`config.mk`:
```
export PLATFORM = sky130hd
export DESIGN_NAME = sram_like_responder
export DESIGN_NICKNAME = d
export VERILOG_FILES = /design/src/rtl/sram_like_pkg.sv /design/src/rtl/sram_like_resp_fifo.sv /design/src/rtl/sram_like_responder.sv
export SDC_FILE = /design/constraint.sdc
export NUM_CORES = 1
export LEC_CHECK = 0
export BUFFER_PORTS_ARGS = -buffer_cell sky130_fd_sc_hd__buf_2
export CAP_MARGIN = 0
export CORE_AREA = 2 2 112 141
export CTS_CLUSTER_SIZE = 25
export DETAILED_ROUTE_END_ITERATION = 8
export DIE_AREA = 0 0 114 143
export PLACE_DENSITY_LB_ADDON = 0.3
export SLEW_MARGIN = 10
export SYNTH_ARGS = -nofsm -noshare
export SYNTH_HDL_FRONTEND = slang
export SYNTH_SLANG_ARGS = --single-unit
```
`constraint.sdc`:
```
create_clock -name clk -period 3.1 [get_ports clk]
set_input_delay 0.62 -clock clk [delete_from_list [all_inputs] [get_ports clk]]
set_output_delay 0.62 -clock clk [all_outputs]
set_load 0.01 [all_outputs]
```
`src/rtl/sram_like_pkg.sv`:
```
// Shared constants, encodings and the response-entry type for the SRAM-like slave.
package sram_like_pkg;

  localparam int ADDR_W = 32;
  localparam int DATA_W = 32;
  localparam int STRB_W = 4;
  localparam int WAIT_W = 4;

  typedef enum logic [1:0] {
    SIZE_BYTE = 2'd0,
    SIZE_HALF = 2'd1,
    SIZE_WORD = 2'd2,
    SIZE_RSVD = 2'd3
  } sram_size_e;

  typedef struct packed {
    logic              wr;
    logic [WAIT_W-1:0] wait_cnt;
    logic              data_valid;
    logic [DATA_W-1:0] data;
  } sram_like_entry_t;

  // Saturating decrement used by the per-entry response countdown.
  function automatic logic [WAIT_W-1:0] wait_dec(input logic [WAIT_W-1:0] w);
    return (w == {WAIT_W{1'b0}}) ? w : w - WAIT_W'(1);
  endfunction

endpackage

```
`src/rtl/sram_like_resp_fifo.sv`:
```
// In-order response buffer: circular queue of outstanding requests, each with its own
// delay countdown, plus a capture port that fills an entry one cycle after it was pushed.
module sram_like_resp_fifo
  import sram_like_pkg::*;
#(
  parameter int DEPTH      = 2,
  parameter int DATA_DELAY = 0,
  parameter int PTR_W      = (DEPTH > 1) ? $clog2(DEPTH) : 1,
  parameter int CNT_W      = $clog2(DEPTH + 1)
) (
  input  logic              clk,
  input  logic              rst,
  input  logic              push,
  input  logic              push_wr,
  input  logic              cap_en,
  input  logic [PTR_W-1:0]  cap_idx,
  input  logic [DATA_W-1:0] cap_data,
  output logic [PTR_W-1:0]  tail_ptr,
  output logic [CNT_W-1:0]  count,
  output logic              head_ready,
  output logic [DATA_W-1:0] head_data
);

  localparam logic [PTR_W-1:0]  PTR_LAST   = PTR_W'(DEPTH - 1);
  localparam logic [WAIT_W-1:0] DELAY_INIT = WAIT_W'(DATA_DELAY);

  sram_like_entry_t entries [DEPTH];
  sram_like_entry_t head_e;
  logic [PTR_W-1:0] head_r;
  logic [PTR_W-1:0] tail_r;
  logic [CNT_W-1:0] count_r;
  logic             head_cap;
  logic             pop;

  function automatic logic [PTR_W-1:0] ptr_inc(input logic [PTR_W-1:0] p);
    return (p == PTR_LAST) ? {PTR_W{1'b0}} : p + PTR_W'(1);
  endfunction

  // A head entry being captured this cycle may answer straight from the capture data
  always_comb begin
    head_e     = entries[head_r];
    head_cap   = cap_en && (cap_idx == head_r);
    head_ready = (count_r != {CNT_W{1'b0}}) && (head_e.wait_cnt == {WAIT_W{1'b0}}) &&
                 (head_e.data_valid || head_cap);
    if (head_e.data_valid) begin
      head_data = head_e.data;
    end else if (head_e.wr) begin
      head_data = {DATA_W{1'b0}};
    end else begin
      head_data = cap_data;
    end
    pop      = head_ready;
    tail_ptr = tail_r;
    count    = count_r;
  end

  // Entry storage: countdown, capture and push
  always_ff @(posedge clk or posedge rst) begin
    if (rst) begin
      for (int i = 0; i < DEPTH; i++) begin
        entries[i] <= '0;
      end
    end else begin
      for (int i = 0; i < DEPTH; i++) begin
        if (entries[i].data_valid) begin
          entries[i].wait_cnt <= wait_dec(entries[i].wait_cnt);
        end
      end
      // The capture cycle itself counts as the first countdown step.
      if (cap_en) begin
        entries[cap_idx].data_valid <= 1'b1;
        entries[cap_idx].wait_cnt   <= wait_dec(entries[cap_idx].wait_cnt);
        entries[cap_idx].data       <= entries[cap_idx].wr ? {DATA_W{1'b0}} : cap_data;
      end
      if (push) begin
        entries[tail_r].wr         <= push_wr;
        entries[tail_r].wait_cnt   <= DELAY_INIT;
        entries[tail_r].data_valid <= 1'b0;
        entries[tail_r].data       <= {DATA_W{1'b0}};
      end
    end
  end

  // Pointers and occupancy
  always_ff @(posedge clk or posedge rst) begin
    if (rst) begin
      head_r  <= {PTR_W{1'b0}};
      tail_r  <= {PTR_W{1'b0}};
      count_r <= {CNT_W{1'b0}};
    end else begin
      if (push) begin
        tail_r <= ptr_inc(tail_r);
      end
      if (pop) begin
        head_r <= ptr_inc(head_r);
      end
      case ({push, pop})
        2'b10:   count_r <= count_r + CNT_W'(1);
        2'b01:   count_r <= count_r - CNT_W'(1);
        default: count_r <= count_r;
      endcase
    end
  end

endmodule

```
`src/rtl/sram_like_responder.sv`:
```
// Slave end of the SRAM-like bus: accepts requests, issues them to a 1-cycle RAM and
// returns one in-order data_ok per accepted request after DATA_DELAY extra cycles.
module sram_like_responder
  import sram_like_pkg::*;
#(
  parameter int DEPTH      = 2,
  parameter int DATA_DELAY = 0,
  parameter int RAM_AW     = 16
) (
  input  logic              clk,
  input  logic              rst,
  input  logic              sram_req,
  input  logic              sram_wr,
  input  logic [1:0]        sram_size,
  input  logic [ADDR_W-1:0] sram_addr,
  input  logic [STRB_W-1:0] sram_wstrb,
  input  logic [DATA_W-1:0] sram_wdata,
  output logic              sram_addr_ok,
  output logic              sram_data_ok,
  output logic [DATA_W-1:0] sram_rdata,
  input  logic              cfg_addr_stall,
  output logic              ram_en,
  output logic [STRB_W-1:0] ram_we,
  output logic [RAM_AW-1:0] ram_addr,
  output logic [DATA_W-1:0] ram_wdata,
  input  logic [DATA_W-1:0] ram_rdata
);

  localparam int PTR_W = (DEPTH > 1) ? $clog2(DEPTH) : 1;
  localparam int CNT_W = $clog2(DEPTH + 1);
  localparam logic [CNT_W-1:0] DEPTH_C = CNT_W'(DEPTH);

  logic              accept;
  logic [PTR_W-1:0]  tail_ptr;
  logic [CNT_W-1:0]  count;
  logic              head_ready;
  logic [DATA_W-1:0] head_data;
  logic              cap_en_r;
  logic [PTR_W-1:0]  cap_idx_r;
  logic              unused_bits;

  // Size and byte offset travel with the request but the RAM only sees word addresses.
  assign unused_bits = ^{sram_size, sram_addr};

  // Acceptance, RAM drive and response presentation
  always_comb begin
    sram_addr_ok = !rst && !cfg_addr_stall && (count < DEPTH_C);
    accept       = sram_req && sram_addr_ok;
    ram_en       = accept;
    ram_we       = (accept && sram_wr) ? sram_wstrb : {STRB_W{1'b0}};
    ram_addr     = sram_addr[RAM_AW+1:2];
    ram_wdata    = sram_wdata;
    sram_data_ok = head_ready;
    sram_rdata   = head_ready ? head_data : {DATA_W{1'b0}};
  end

  // Remember which slot the RAM result of this cycle's accept belongs to
  always_ff @(posedge clk or posedge rst) begin
    if (rst) begin
      cap_en_r  <= 1'b0;
      cap_idx_r <= {PTR_W{1'b0}};
    end else begin
      cap_en_r  <= accept;
      cap_idx_r <= tail_ptr;
    end
  end

  sram_like_resp_fifo #(
    .DEPTH      (DEPTH),
    .DATA_DELAY (DATA_DELAY),
    .PTR_W      (PTR_W),
    .CNT_W      (CNT_W)
  ) u_fifo (
    .clk        (clk),
    .rst        (rst),
    .push       (accept),
    .push_wr    (sram_wr),
    .cap_en     (cap_en_r),
    .cap_idx    (cap_idx_r),
    .cap_data   (ram_rdata),
    .tail_ptr   (tail_ptr),
    .count      (count),
    .head_ready (head_ready),
    .head_data  (head_data)
  );

endmodule

```
==> results.yml <==
finish:
  fillers: 1542
  fin_nets: 723
  design_area_sq_um: 5770
  diodes: 0
  drive_above_1_share: 0.235
  area_growth_pct: 12.3
  final_common_cell: "a21oi_1"
  mostFrequentLayoutCells: "a21oi_1 (106), dfrtp_1 (81), buf_2 (79), nand2_1 (69), nand3_1 (67)"
synthesis:
  synth_edf_count: 0
  synth_area_per_cell_sq_um: 8.54
  synthArstFlopShare: 1.00
  yosysWarnings: 0
  yosysTopAreaCell: "dfrtp_1"
  syn_inst: 602
  synthFlopType: "dfrtp_1"
  yosysSeqAreaShare: 0.399
  netlist_area_sq_um: 5140
  post-synth-top-area-fraction: 0.399
  ys_top_cells_by_area: "dfrtp_1 (40%), a21oi_1 (10%), buf_4 (7.7%), mux2i_1 (7.2%), nand3_1 (6.5%)"
  ys_ff_latch: 82
  synth_nets: 713
  synth_cell_types: 46
setup_path:
  crit_buf_inv: 1
  path_cells: "or3_1 > nor3_4 > o21ai_4 > a211oi_1 > buf_2"
  cp-end-kind: "output port"
  critical_path_class: "reg2out"
  path_delay_family: "simple AND/OR/NAND/NOR gates"
  cp.arrival_ns: 2.34
  crit_path_top_delay_cell: "or3_1"
  required_ns: 2.48
  slowest_delay_ns: 0.51
  worstSetupStartpointType: "flop"
  crit_fanout: 17
power_and_ir_drop:
  power.switching_mw: 2.56
  leakagePower_nw: 2.56
  combPwrFrac: 0.493
  p_total_mw: 5.91
  ir_worst_vdd_mv: 0.474
  power.density_nw_per_um2: 1020
  p_clk_frac: 0.170
  power_frac_seq: 0.337
  p_sw_frac: 0.433
  internal_power_mw: 3.35
hold_path:
  hold_path.class: "in2async"
global_routing:
  grt_antenna_before_repair: 0
  grt_pass1_vias: 4601
  grt_use_met3: 0.0318
  grt_pass1_wl_microns: 22900
  grt_remaining_overflow: 0
  grtUsageMet2: 0.336
  grt_usage: 0.179
  grt.met1_usage: 0.196
  grt_max_degree: 45
  top_usage_layer: "met2"
sta:
  fin_ws_ns: 0.143
  fin_crit_ns: 2.96
  grt_setup_unrepaired: "false"
  final-setup-viol-count: 0
  worstMarginPinSlew_ns: 0.787
  report.final.slew_viol_count: 0
  finClkSkew_ns: 0.00453
  max_freq_mhz: 338
  finalSetupTns_ns: 0
  period_share: 0.954
  relSlewSlack: 0.473
  finalHoldViolCount: 0
route:
  viasPerCell: 5.60
  drt-total-wl_microns: 14600
  antenna_left: 0
  drtIter0Drc: 353
  drc: 0
  drt_pass1_iterations: 5
  vias: 4473
  avgRoutedWirePerCell_microns: 18.3
outcome:
  status: "finished clean"
clocking:
  cts_buffers: 9
  cts_tree: "built"
  htreeDepth: 3
  clock_latency_ns: 0.34
  clockBufferDepth: 2
  clock_tree.root_cell: "clkbuf_16"
  numClockSinks: 82
  path_clk_slew_ns: 0.06
floorplanning:
  fp-row-count: 50
  io_pins: 194
  die_h_microns: 143
  chipWidth_microns: 114
  core_area_sq_um: 14900
  die-area_sq_um: 16300
  initial_core_util: 0.345
place:
  dpl_cell_area_sq_um: 5430
  gp_congestion: 0.798
  post-place-ws_ns: 0.425
  io_buffers: 79
  hpwl_microns: 9080
job:
  maxCapViolations: 0
-- worst paths after layout --
| path | from | end | slack [ns] | cells past startpoint |
|---|---|---|---|---|
| setup / recovery | u_fifo.entries[73] | sram_rdata[31] | 0.14 | 5 |
| hold / removal | rst | u_fifo.entries[2] | 0.38 | 2 |
| setup reg to reg | cap_idx_r | u_fifo.entries[71] | 0.58 | 6 |
| hold reg to reg | u_fifo.entries[69] | u_fifo.entries[69] | 0.52 | 2 |
| max in group asynchronous | rst | u_fifo.entries[37] | 2.03 | 3 |
| min in group clk | u_fifo.entries[69] | u_fifo.entries[69] | 0.52 | 2 |
-- logic make-up after synthesis --
family                     count (synthesis)  share of synthesized area
AOI/OAI and AO/OA                        153                      0.182
xor gates and xnor gates                   6                     0.0102
adders and majority gates                  4                    0.00973
buffers and inverters                    107                      0.125
DFF                                       82                      0.399
muxes                                     41                     0.0820
and+or+nand+nor                          209                      0.191
-- worst reg2reg max path: stages (launching register included) --
cell	delay, ns
dfrtp_1	0.70
mux2i_1	0.34
ha_1	0.27
or4bb_1	0.57
and3_1	0.21
nor3_1	0.20
a211oi_1	0.08
-- synthesized netlist by cell type, types with 2 or more instances --
library cell,number
a211o_1,2
a211oi_1,26
a211oi_2,8
a21oi_1,106
a311o_1,2
a31oi_1,2
and3_1,7
buf_1,5
buf_2,16
buf_4,53
buf_6,3
clkbuf_1,23
dfrtp_1,82
ha_1,4
inv_1,6
mux2_2,2
mux2i_1,37
nand2_1,69
nand2b_1,3
nand3_1,67
nand3b_1,2
nor2_1,41
nor2b_1,4
nor3_1,4
o21ai_0,2
or3b_2,2
xnor2_1,5
-- power by group through the flow --
stage | logic [mW] | registers [mW] | clock network, mW
5_1_grt | 3.21 | 2.07 | 1.08
6_report | 2.91 | 1.99 | 1.01
3_5_place_dp | 2.82 | 1.99 | 0
4_1_cts | 2.84 | 1.97 | 1.03
3_3_place_gp | 2.75 | 1.96 | 0
2_1_floorplan | 2.22 | 1.81 | 0
-- metal layers --
layer / wire length (microns) / up-vias
met4: 371 / 0
met1: 5740 / 2233
met5: 0 / -
met3: 662 / 33
met2: 7850 / 126
li1: - / 2081
-- state kept, by name (all words and copies together), names as in the netlist --
name / cells
u_fifo.count: 2
cap_en_r: 1
u_fifo.head_r: 1
cap_idx_r: 1
u_fifo.tail_ptr: 1
u_fifo.entries: 76
-- layout make-up --
| type | instances | area (sq um) | share of cell area |
|---|---|---|---|
| sequential | 82 | 2050 | 0.356 |
| tap | 182 | 228 | 0.0394 |
| inverter | 6 | 23.8 | 0.00412 |
| timing repair buffer | 99 | 637 | 0.110 |
| clock inverter | 6 | 42.5 | 0.00737 |
| clock buffer | 10 | 239 | 0.0414 |
| multi-input combinational | 414 | 2550 | 0.442 |
-- per-stage QoR --
step            util  std cells  hold slack (ns)
2_1_floorplan      -        602            0.406
3_3_place_gp   0.365        780            0.502
3_5_place_dp   0.365        780            0.514
4_1_cts        0.384        796            0.403
5_1_grt        0.388        799            0.434
6_report       0.388        799            0.382
-- repair_timing --
action                     4_1_cts  5_1_grt
buffers inserted                 0        2
setup endpoints to repair        0       14
gates resized for setup          0        6
hold buffers                     0        0
Note: power is estimated with default switching activity, not from simulation.
